<file path="src/rtl/regfile_pkg.sv">
// Shared register-file types for writeback mux, register file and decode stage.
// Latency: n/a (types and constants only).
// Backpressure: n/a.
package regfile_pkg;

  localparam int DATA_W    = 32;
  localparam int ADDR_W    = 5;
  localparam int REG_COUNT = 2 ** ADDR_W;

  typedef logic [ADDR_W-1:0] reg_addr_t;
  typedef logic [DATA_W-1:0] word_t;

  localparam reg_addr_t REG_ZERO = '0;

  // True when the address names the hardwired-zero register x0.
  function automatic logic is_reg_zero(input reg_addr_t a);
    return (a == REG_ZERO);
  endfunction

endpackage

</file>
<file path="src/rtl/reg_file_2r1w.sv">
// 2-read / 1-write register file, x0 hardwired to zero, async active-low clear.
// Latency: writes commit on rising CLK; reads are combinational (0 cycles).
//   With REGFILE_BYPASS_EN defined, a same-cycle write is forwarded to matching read ports.
// Backpressure: none; a write is accepted every cycle WE=1.
module reg_file_2r1w
  import regfile_pkg::*;
#(
  parameter int DATA_W = 32,
  parameter int ADDR_W = 5
) (
  input  logic              CLK,
  input  logic              RST_N,
  input  logic              WE,
  input  logic [ADDR_W-1:0] WA,
  input  logic [DATA_W-1:0] WD,
  input  logic [ADDR_W-1:0] RA1,
  input  logic [ADDR_W-1:0] RA2,
  output logic [DATA_W-1:0] RD1,
  output logic [DATA_W-1:0] RD2
);

  localparam int NREG  = 2 ** ADDR_W;
  localparam int NPORT = 2;

  // Only x1..x(NREG-1) have storage; x0 is synthesised as a constant.
  logic [DATA_W-1:0] store [1:NREG-1];
  // Full-range read view with x0 tied to zero, so read muxes index 0..NREG-1 cleanly.
  logic [DATA_W-1:0] view  [NREG];

  logic [ADDR_W-1:0] ra [NPORT];
  logic [DATA_W-1:0] rd [NPORT];

  logic wr_hit;

  // Write qualifies only on an explicit WE=1 to a non-zero address; WE=X cannot reach x0.
  assign wr_hit = (WE == 1'b1) && (WA != '0);

  // Storage: async clear of every register, synchronous write on rising CLK.
  always_ff @(posedge CLK or negedge RST_N) begin
    if (!RST_N) begin
      for (int i = 1; i < NREG; i++) begin
        store[i] <= '0;
      end
    end else if (wr_hit) begin
      store[WA] <= WD;
    end
  end

  // Build the zero-extended read view; the async clear makes reads 0 during reset.
  always_comb begin
    view[0] = '0;
    for (int i = 1; i < NREG; i++) begin
      view[i] = store[i];
    end
  end

  assign ra[0] = RA1;
  assign ra[1] = RA2;

  for (genvar p = 0; p < NPORT; p++) begin : g_rd
    // Per-port read mux, with optional write-through forwarding on address match.
    always_comb begin
      rd[p] = '0;
      if (ra[p] != '0) begin
`ifdef REGFILE_BYPASS_EN
        if (wr_hit && (ra[p] == WA)) begin
          rd[p] = WD;
        end else begin
          rd[p] = view[ra[p]];
        end
`else
        rd[p] = view[ra[p]];
`endif
      end
    end
  end

  assign RD1 = rd[0];
  assign RD2 = rd[1];

endmodule
</file>
<file path="config.mk">
export PLATFORM = sky130hd
export DESIGN_NAME = reg_file_2r1w
export DESIGN_NICKNAME = d
export VERILOG_FILES = /design/src/rtl/regfile_pkg.sv /design/src/rtl/reg_file_2r1w.sv
export SDC_FILE = /design/constraint.sdc
export NUM_CORES = 2
export LEC_CHECK = 0
export CORE_MARGIN = 4
export CORE_UTILIZATION = 25
export DETAILED_ROUTE_END_ITERATION = 7
export PLACE_DENSITY = 0.47
export SYNTH_ARGS = -nofsm -noshare
export SYNTH_HDL_FRONTEND = slang
export SYNTH_SLANG_ARGS = --single-unit
</file>
<file path="constraint.sdc">
create_clock -name CLK -period 3 [get_ports CLK]
set_input_delay 0.6 -clock CLK [delete_from_list [all_inputs] [get_ports CLK]]
set_output_delay 0.6 -clock CLK [all_outputs]
set_load 0.01 [all_outputs]
</file>
# Word level (Yosys, flattened, before mapping)
# Cells that the tools add are included.
# word_totals
register_bits	992
inputBits	50
out_inout_bits	64
# classes
order_cmp	4
mux	11
n_bitwise	3
reduce_logical	5
# ops
cell	count
992-bit bitwise mux	1
32-bit binary-select mux with 5-bit select	2
32-bit 2-to-1 mux	7
32-bit demux with 5-bit select	1
6-bit >= comparator (second input constant)	3
5-bit NOT with 6-bit output	3
5-bit nonzero test	3
6-bit by 1-bit < comparator with 1-bit output (second input constant)	1
1-bit logical AND	2

# Depth between registers and ports, before layout
# depth
depth_word	6
depth_mapped	9

# Worst setup path before layout
# OpenSTA, ideal clock, no wires.
# synth_timing
kind	input port to output port
from	input port RA2[1]
to	output port RD2[21]
t_arrival_ns	2.054
required_time_ns	2.400
path_slack_ns	0.346
path_stages	9
n_path_buf	5
path_cell_list	buf_4 > buf_6 > buf_6 > buf_8 > buf_8 > mux2i_1 > a22oi_1 > a21oi_1 > nor4_1
# synth_via
elab_chain_len	5
elab_cells_between_ends	6
# synth_lines
item	line_no	rtl
start: declaration	reg_file_2r1w.sv:17	input logic [ADDR_W-1:0] RA2,
5-bit NOT with 6-bit output (implied by the code)	reg_file_2r1w.sv:72	rd[p] = view[ra[p]];
32-bit binary-select mux with 5-bit select	reg_file_2r1w.sv:72	
32-bit 2-to-1 mux (implied by the code) (2 in series)	reg_file_2r1w.sv:72	
32-bit 2-to-1 mux *	reg_file_2r1w.sv:64	if (ra[p] != '0) begin
end: declaration	reg_file_2r1w.sv:19	output logic [DATA_W-1:0] RD2
# Mark *: on every way between the ends. The rest lies on a longest branch, timed or not. The select of a mux whose other input is x is not followed.

# Worst setup path in the final report
# layout_timing
from	input port RA2[1]
to	output port RD2[28]
# Same word-level chain as after synthesis.

==> report_table.html <==
<table>
<tr><th>Metric</th><th>Value</th></tr>
<tr><th colspan="2">Run status</th></tr>
<tr><td>Run status</td><td>finished with violations</td></tr>
<tr><td>Violated checks</td><td>negative setup slack</td></tr>
<tr><th colspan="2">Yosys</th></tr>
<tr><td>Gate count of the mapped netlist</td><td>4,066</td></tr>
<tr><td>Top post-synthesis cells by area</td><td>sky130_fd_sc_hd__dfrtp_1, sky130_fd_sc_hd__mux2_2, sky130_fd_sc_hd__mux2i_1, sky130_fd_sc_hd__mux4_2, sky130_fd_sc_hd__o22ai_1</td></tr>
<tr><td>Proportion of netlist area held by the largest area contributor</td><td>0.4655</td></tr>
<tr><td>Synth async-reset ratio</td><td>1.000</td></tr>
<tr><td>Largest area contributor in the netlist</td><td>sky130_fd_sc_hd__dfrtp_1</td></tr>
<tr><td>Synth cell types</td><td>39</td></tr>
<tr><td>Syn_nets</td><td>4,116</td></tr>
<tr><td>Post-Synthesis Mean Instance Area</td><td>13.11 µm²</td></tr>
<tr><td>Dominant register cell in the synthesized netlist</td><td>sky130_fd_sc_hd__dfrtp_1</td></tr>
<tr><td>Area of the mapped netlist</td><td>0.05332 mm²</td></tr>
<tr><td>Sequential share of the synthesized area</td><td>0.4655</td></tr>
<tr><td>EDFF count, synth</td><td>0</td></tr>
<tr><td>Yosys warns</td><td>0</td></tr>
<tr><td>Synthesis-stage register bit count</td><td>992</td></tr>
<tr><th colspan="2">STA</th></tr>
<tr><td>Hold Vio Cnt, Final</td><td>0</td></tr>
<tr><td>Final setup violation count</td><td>10</td></tr>
<tr><td>Max-slew violation total from the final report</td><td>0</td></tr>
<tr><td>Share of the clock period used by the worst path</td><td>1.026</td></tr>
<tr><td>Minimum hold slack</td><td>0.4248 ns</td></tr>
<tr><td>Slew @ Worst Pin</td><td>0.8139 ns</td></tr>
<tr><td>Highest achievable clock rate</td><td>325.0 MHz</td></tr>
<tr><td>Max_slew headroom</td><td>0.4562</td></tr>
<tr><td>Final WS setup</td><td>-0.07731 ns</td></tr>
<tr><td>Clock Skews</td><td>0 ns</td></tr>
<tr><td>RSZ-0062 raised after global routing</td><td>yes</td></tr>
<tr><td>Min Tclk post-route</td><td>3.077 ns</td></tr>
<tr><td>Sum of negative setup slack</td><td>-0.3229 ns</td></tr>
<tr><th colspan="2">Floorplan</th></tr>
<tr><td>Die Span X</td><td>469.8 µm</td></tr>
<tr><td>Area of the die</td><td>0.2207 mm²</td></tr>
<tr><td>Effective utilization at floorplan</td><td>0.2514</td></tr>
<tr><td>Floorplan die height</td><td>469.8 µm</td></tr>
<tr><td>Number of rows created at floorplan</td><td>169</td></tr>
<tr><td>I/O pin count</td><td>114</td></tr>
<tr><td>Core region area</td><td>0.2121 mm²</td></tr>
<tr><th colspan="2">Routing</th></tr>
<tr><td>Wire length per cell after detailed routing</td><td>27.84 µm</td></tr>
<tr><td>DR pass1 iterations</td><td>5</td></tr>
<tr><td>DRT iter0 DRCs</td><td>2,748</td></tr>
<tr><td>Routed WL</td><td>205.7 mm</td></tr>
<tr><td>Routed vias/inst</td><td>5.203</td></tr>
<tr><td>Detail Route Antenna Nets</td><td>0</td></tr>
<tr><td>Vias post-DR</td><td>38,440</td></tr>
<tr><td>DRC violation count after routing</td><td>0</td></tr>
<tr><th colspan="2">Finish</th></tr>
<tr><td>Final Util</td><td>0.3275</td></tr>
<tr><td>Growth of design area from synthesis to finish</td><td>30.26%</td></tr>
<tr><td>Number of flip-flops in the largest register</td><td>992</td></tr>
<tr><td>Multi-input logic area</td><td>0.02869 mm²</td></tr>
<tr><td>Number of fillers in the final layout</td><td>20,920</td></tr>
<tr><td>Footprint of the flip-flops and latches</td><td>0.02482 mm²</td></tr>
<tr><td>Final net count</td><td>4,526</td></tr>
<tr><td>Register with the most flip-flops</td><td>store</td></tr>
<tr><td>Final instance count without filler cells</td><td>7,388</td></tr>
<tr><td>Largest registers ranked by flip-flop count</td><td>store: 992 flops</td></tr>
<tr><td>Share of post-route cells with drive strength above 1</td><td>0.5139</td></tr>
<tr><th colspan="2">Clock tree</th></tr>
<tr><td>CTS sink cnt</td><td>992</td></tr>
<tr><td>Reg clk slew, reported paths</td><td>0.06 ns</td></tr>
<tr><td>Number of buffers added by the clock tree synthesis step</td><td>110</td></tr>
<tr><td>Clock root cell</td><td>sky130_fd_sc_hd__clkbuf_16</td></tr>
<tr><td>Clock latency on the worst-skew pair</td><td>0.74 ns</td></tr>
<tr><td>CTS tree</td><td>yes</td></tr>
<tr><td>Max H-tree Level</td><td>3</td></tr>
<tr><td>Clock tree buffer depth</td><td>3</td></tr>
<tr><th colspan="2">Power</th></tr>
<tr><td>Power per Cell Area</td><td>602.8 mW/mm²</td></tr>
<tr><td>Leakage power summed over all cells</td><td>0.03038 µW</td></tr>
<tr><td>Final Total Pwr</td><td>41,870 µW</td></tr>
<tr><td>Worst vdd rail ir drop</td><td>0.4531 mV</td></tr>
<tr><th colspan="2">Worst hold path</th></tr>
<tr><td>Class of the tightest hold or removal check</td><td>input pin to asynchronous set/reset pin</td></tr>
<tr><th colspan="2">Placement</th></tr>
<tr><td>Inst Count DP</td><td>7,096</td></tr>
<tr><td>Global placement routability congestion</td><td>0.8011</td></tr>
<tr><td>Detailed Place HPWL</td><td>129.8 mm</td></tr>
<tr><td>Number of port buffers</td><td>113</td></tr>
<tr><th colspan="2">Setup path</th></tr>
<tr><td>Maximum fanout encountered on the critical timing path</td><td>6</td></tr>
<tr><td>Crit end category</td><td>primary output</td></tr>
<tr><td>Worst R2R Start</td><td>store[573]</td></tr>
<tr><td>Setup crit start kind</td><td>input pin</td></tr>
<tr><td>Worst reg-to-reg setup slack</td><td>2.07 ns</td></tr>
<tr><td>Count of cells along the worst register-to-register path</td><td>2</td></tr>
<tr><td>Category of the critical setup timing path</td><td>input pin to primary output</td></tr>
<tr><td>Arrival time reported for the critical path endpoint</td><td>2.48 ns</td></tr>
<tr><td>Crit path from</td><td>RA2[1]</td></tr>
<tr><td>Required time worst endpoint</td><td>2.40 ns</td></tr>
<tr><th colspan="2">Global routing</th></tr>
<tr><td>Antenna violations before repair</td><td>10</td></tr>
<tr><td>Number of global-route vias before repair</td><td>40,070</td></tr>
<tr><td>Total overflow reported by the global router</td><td>0</td></tr>
<tr><td>Global-route wire length before repair</td><td>295.0 mm</td></tr>
<tr><td>GRT Total Usage</td><td>0.1812</td></tr>
<tr><td>Pin count of the biggest net entering global routing</td><td>89</td></tr>
<tr><th colspan="2">Flow run</th></tr>
<tr><td>Max-cap violations</td><td>0</td></tr>
</table>
==> cells in the mapped netlist (all sizes together), types with 42 or more instances <==
library cell / number
mux2: 1120
buf: 249
a211oi: 63
mux2i: 577
a22oi: 64
clkbuf: 186
mux4: 128
nor2b: 42
dfrtp: 992
nor3: 131
o22ai: 287
==> cell families (layout without fill, tap and decap cells) <==
kind of cell           Yosys count  after routing  share of synthesized area
muxes                         1825           1825                     0.3989
and+or+nand+nor                304            306                    0.03121
other                            0              2                          0
buffers and inverters          435            932                    0.03848
DFF                            992            992                     0.4655
AOI/OAI and AO/OA              510            510                    0.06587
==> worst max-delay path: stages <==
cell	delay, ns
sky130_fd_sc_hd__bufbuf_16	0.27
sky130_fd_sc_hd__or2_4	0.33
sky130_fd_sc_hd__buf_6	0.19
sky130_fd_sc_hd__o22ai_1	0.17
sky130_fd_sc_hd__nor3_1	0.12
sky130_fd_sc_hd__nor4_4	0.55
sky130_fd_sc_hd__buf_2	0.24
==> stage by stage <==
step	setup WS [ns]	cell area (µm²)
after floorplan	0.3465	53320
after global placement	-1.596	62340
after detailed placement	-1.570	62340
after CTS	-0.1034	68940
after global routing	-0.08836	69450
final	-0.07731	69460
==> path summary, 6_finish.rpt <==
path,to
worst max-delay path,RD2[28]
worst min-delay path,store[519]
worst min register to register,store[547]
worst max register to register,store[573]
max in group asynchronous,store[164]
min in group CLK,store[547]
==> layout make-up <==
class | count | share of cell area
Multi-Input combinational cell | 2641 | 0.4130
Sequential cell | 992 | 0.3574
Timing Repair Buffer | 731 | 0.1257
Tap cell | 2821 | 0.05082
Clock buffer | 160 | 0.04552
Clock inverter | 41 | 0.007440
Antenna cell | 2 | 0.00007206
==> layer usage <==
metal	vias to the layer above	wire length, µm	track usage
li1	16360	-	-
met1	20680	95870	0.2545
met2	1060	93560	0.2853
met3	344	9139	0.02802
met4	0	7138	0.05930
met5	-	0	0
==> what timing repair did <==
| action | CTS | global route |
|---|---|---|
| hold endpoints to repair | 16 | 0 |
| setup buffers | 97 | 15 |
| gates cloned | 21 | 3 |
| setup endpoints to repair | 64 | 52 |
| hold buffers | 1 | 0 |
| gates resized for setup | 622 | 104 |
| pin swaps | 135 | 72 |
==> report_power, final <==
group / internal [µW] / switching, µW / total, µW / leakage, µW
combinational: 5520 / 4260 / 9780 / 0.0159
sequential: 16000 / 1960 / 18000 / 0.0127
clock: 8160 / 5960 / 14100 / 0.00182
==> cell usage in the layout (no fill, tap or decap), types with 7 or more instances in the layout <==
cell type,n
sky130_fd_sc_hd__a211oi_2,33
sky130_fd_sc_hd__a211oi_4,30
sky130_fd_sc_hd__a21oi_2,22
sky130_fd_sc_hd__a221o_1,32
sky130_fd_sc_hd__a221oi_1,25
sky130_fd_sc_hd__a22oi_1,25
sky130_fd_sc_hd__a22oi_2,39
sky130_fd_sc_hd__buf_12,185
sky130_fd_sc_hd__buf_16,25
sky130_fd_sc_hd__buf_2,49
sky130_fd_sc_hd__buf_4,372
sky130_fd_sc_hd__buf_6,38
sky130_fd_sc_hd__buf_8,11
sky130_fd_sc_hd__bufbuf_16,7
sky130_fd_sc_hd__bufinv_16,10
sky130_fd_sc_hd__clkbuf_1,29
sky130_fd_sc_hd__clkbuf_16,114
sky130_fd_sc_hd__clkbuf_8,20
sky130_fd_sc_hd__clkdlybuf4s50_1,38
sky130_fd_sc_hd__clkinv_2,23
sky130_fd_sc_hd__dfrtp_1,992
sky130_fd_sc_hd__mux2_1,79
sky130_fd_sc_hd__mux2_2,1029
sky130_fd_sc_hd__mux2_4,12
sky130_fd_sc_hd__mux2i_1,573
sky130_fd_sc_hd__mux4_2,128
sky130_fd_sc_hd__nand2_2,14
sky130_fd_sc_hd__nor2_4,12
sky130_fd_sc_hd__nor2b_1,23
sky130_fd_sc_hd__nor2b_4,17
sky130_fd_sc_hd__nor3_1,106
sky130_fd_sc_hd__nor3_2,24
sky130_fd_sc_hd__nor4_4,28
sky130_fd_sc_hd__o22ai_1,273
sky130_fd_sc_hd__o22ai_2,11
sky130_fd_sc_hd__or3_4,31
Power figures use the tool's default switching activity.
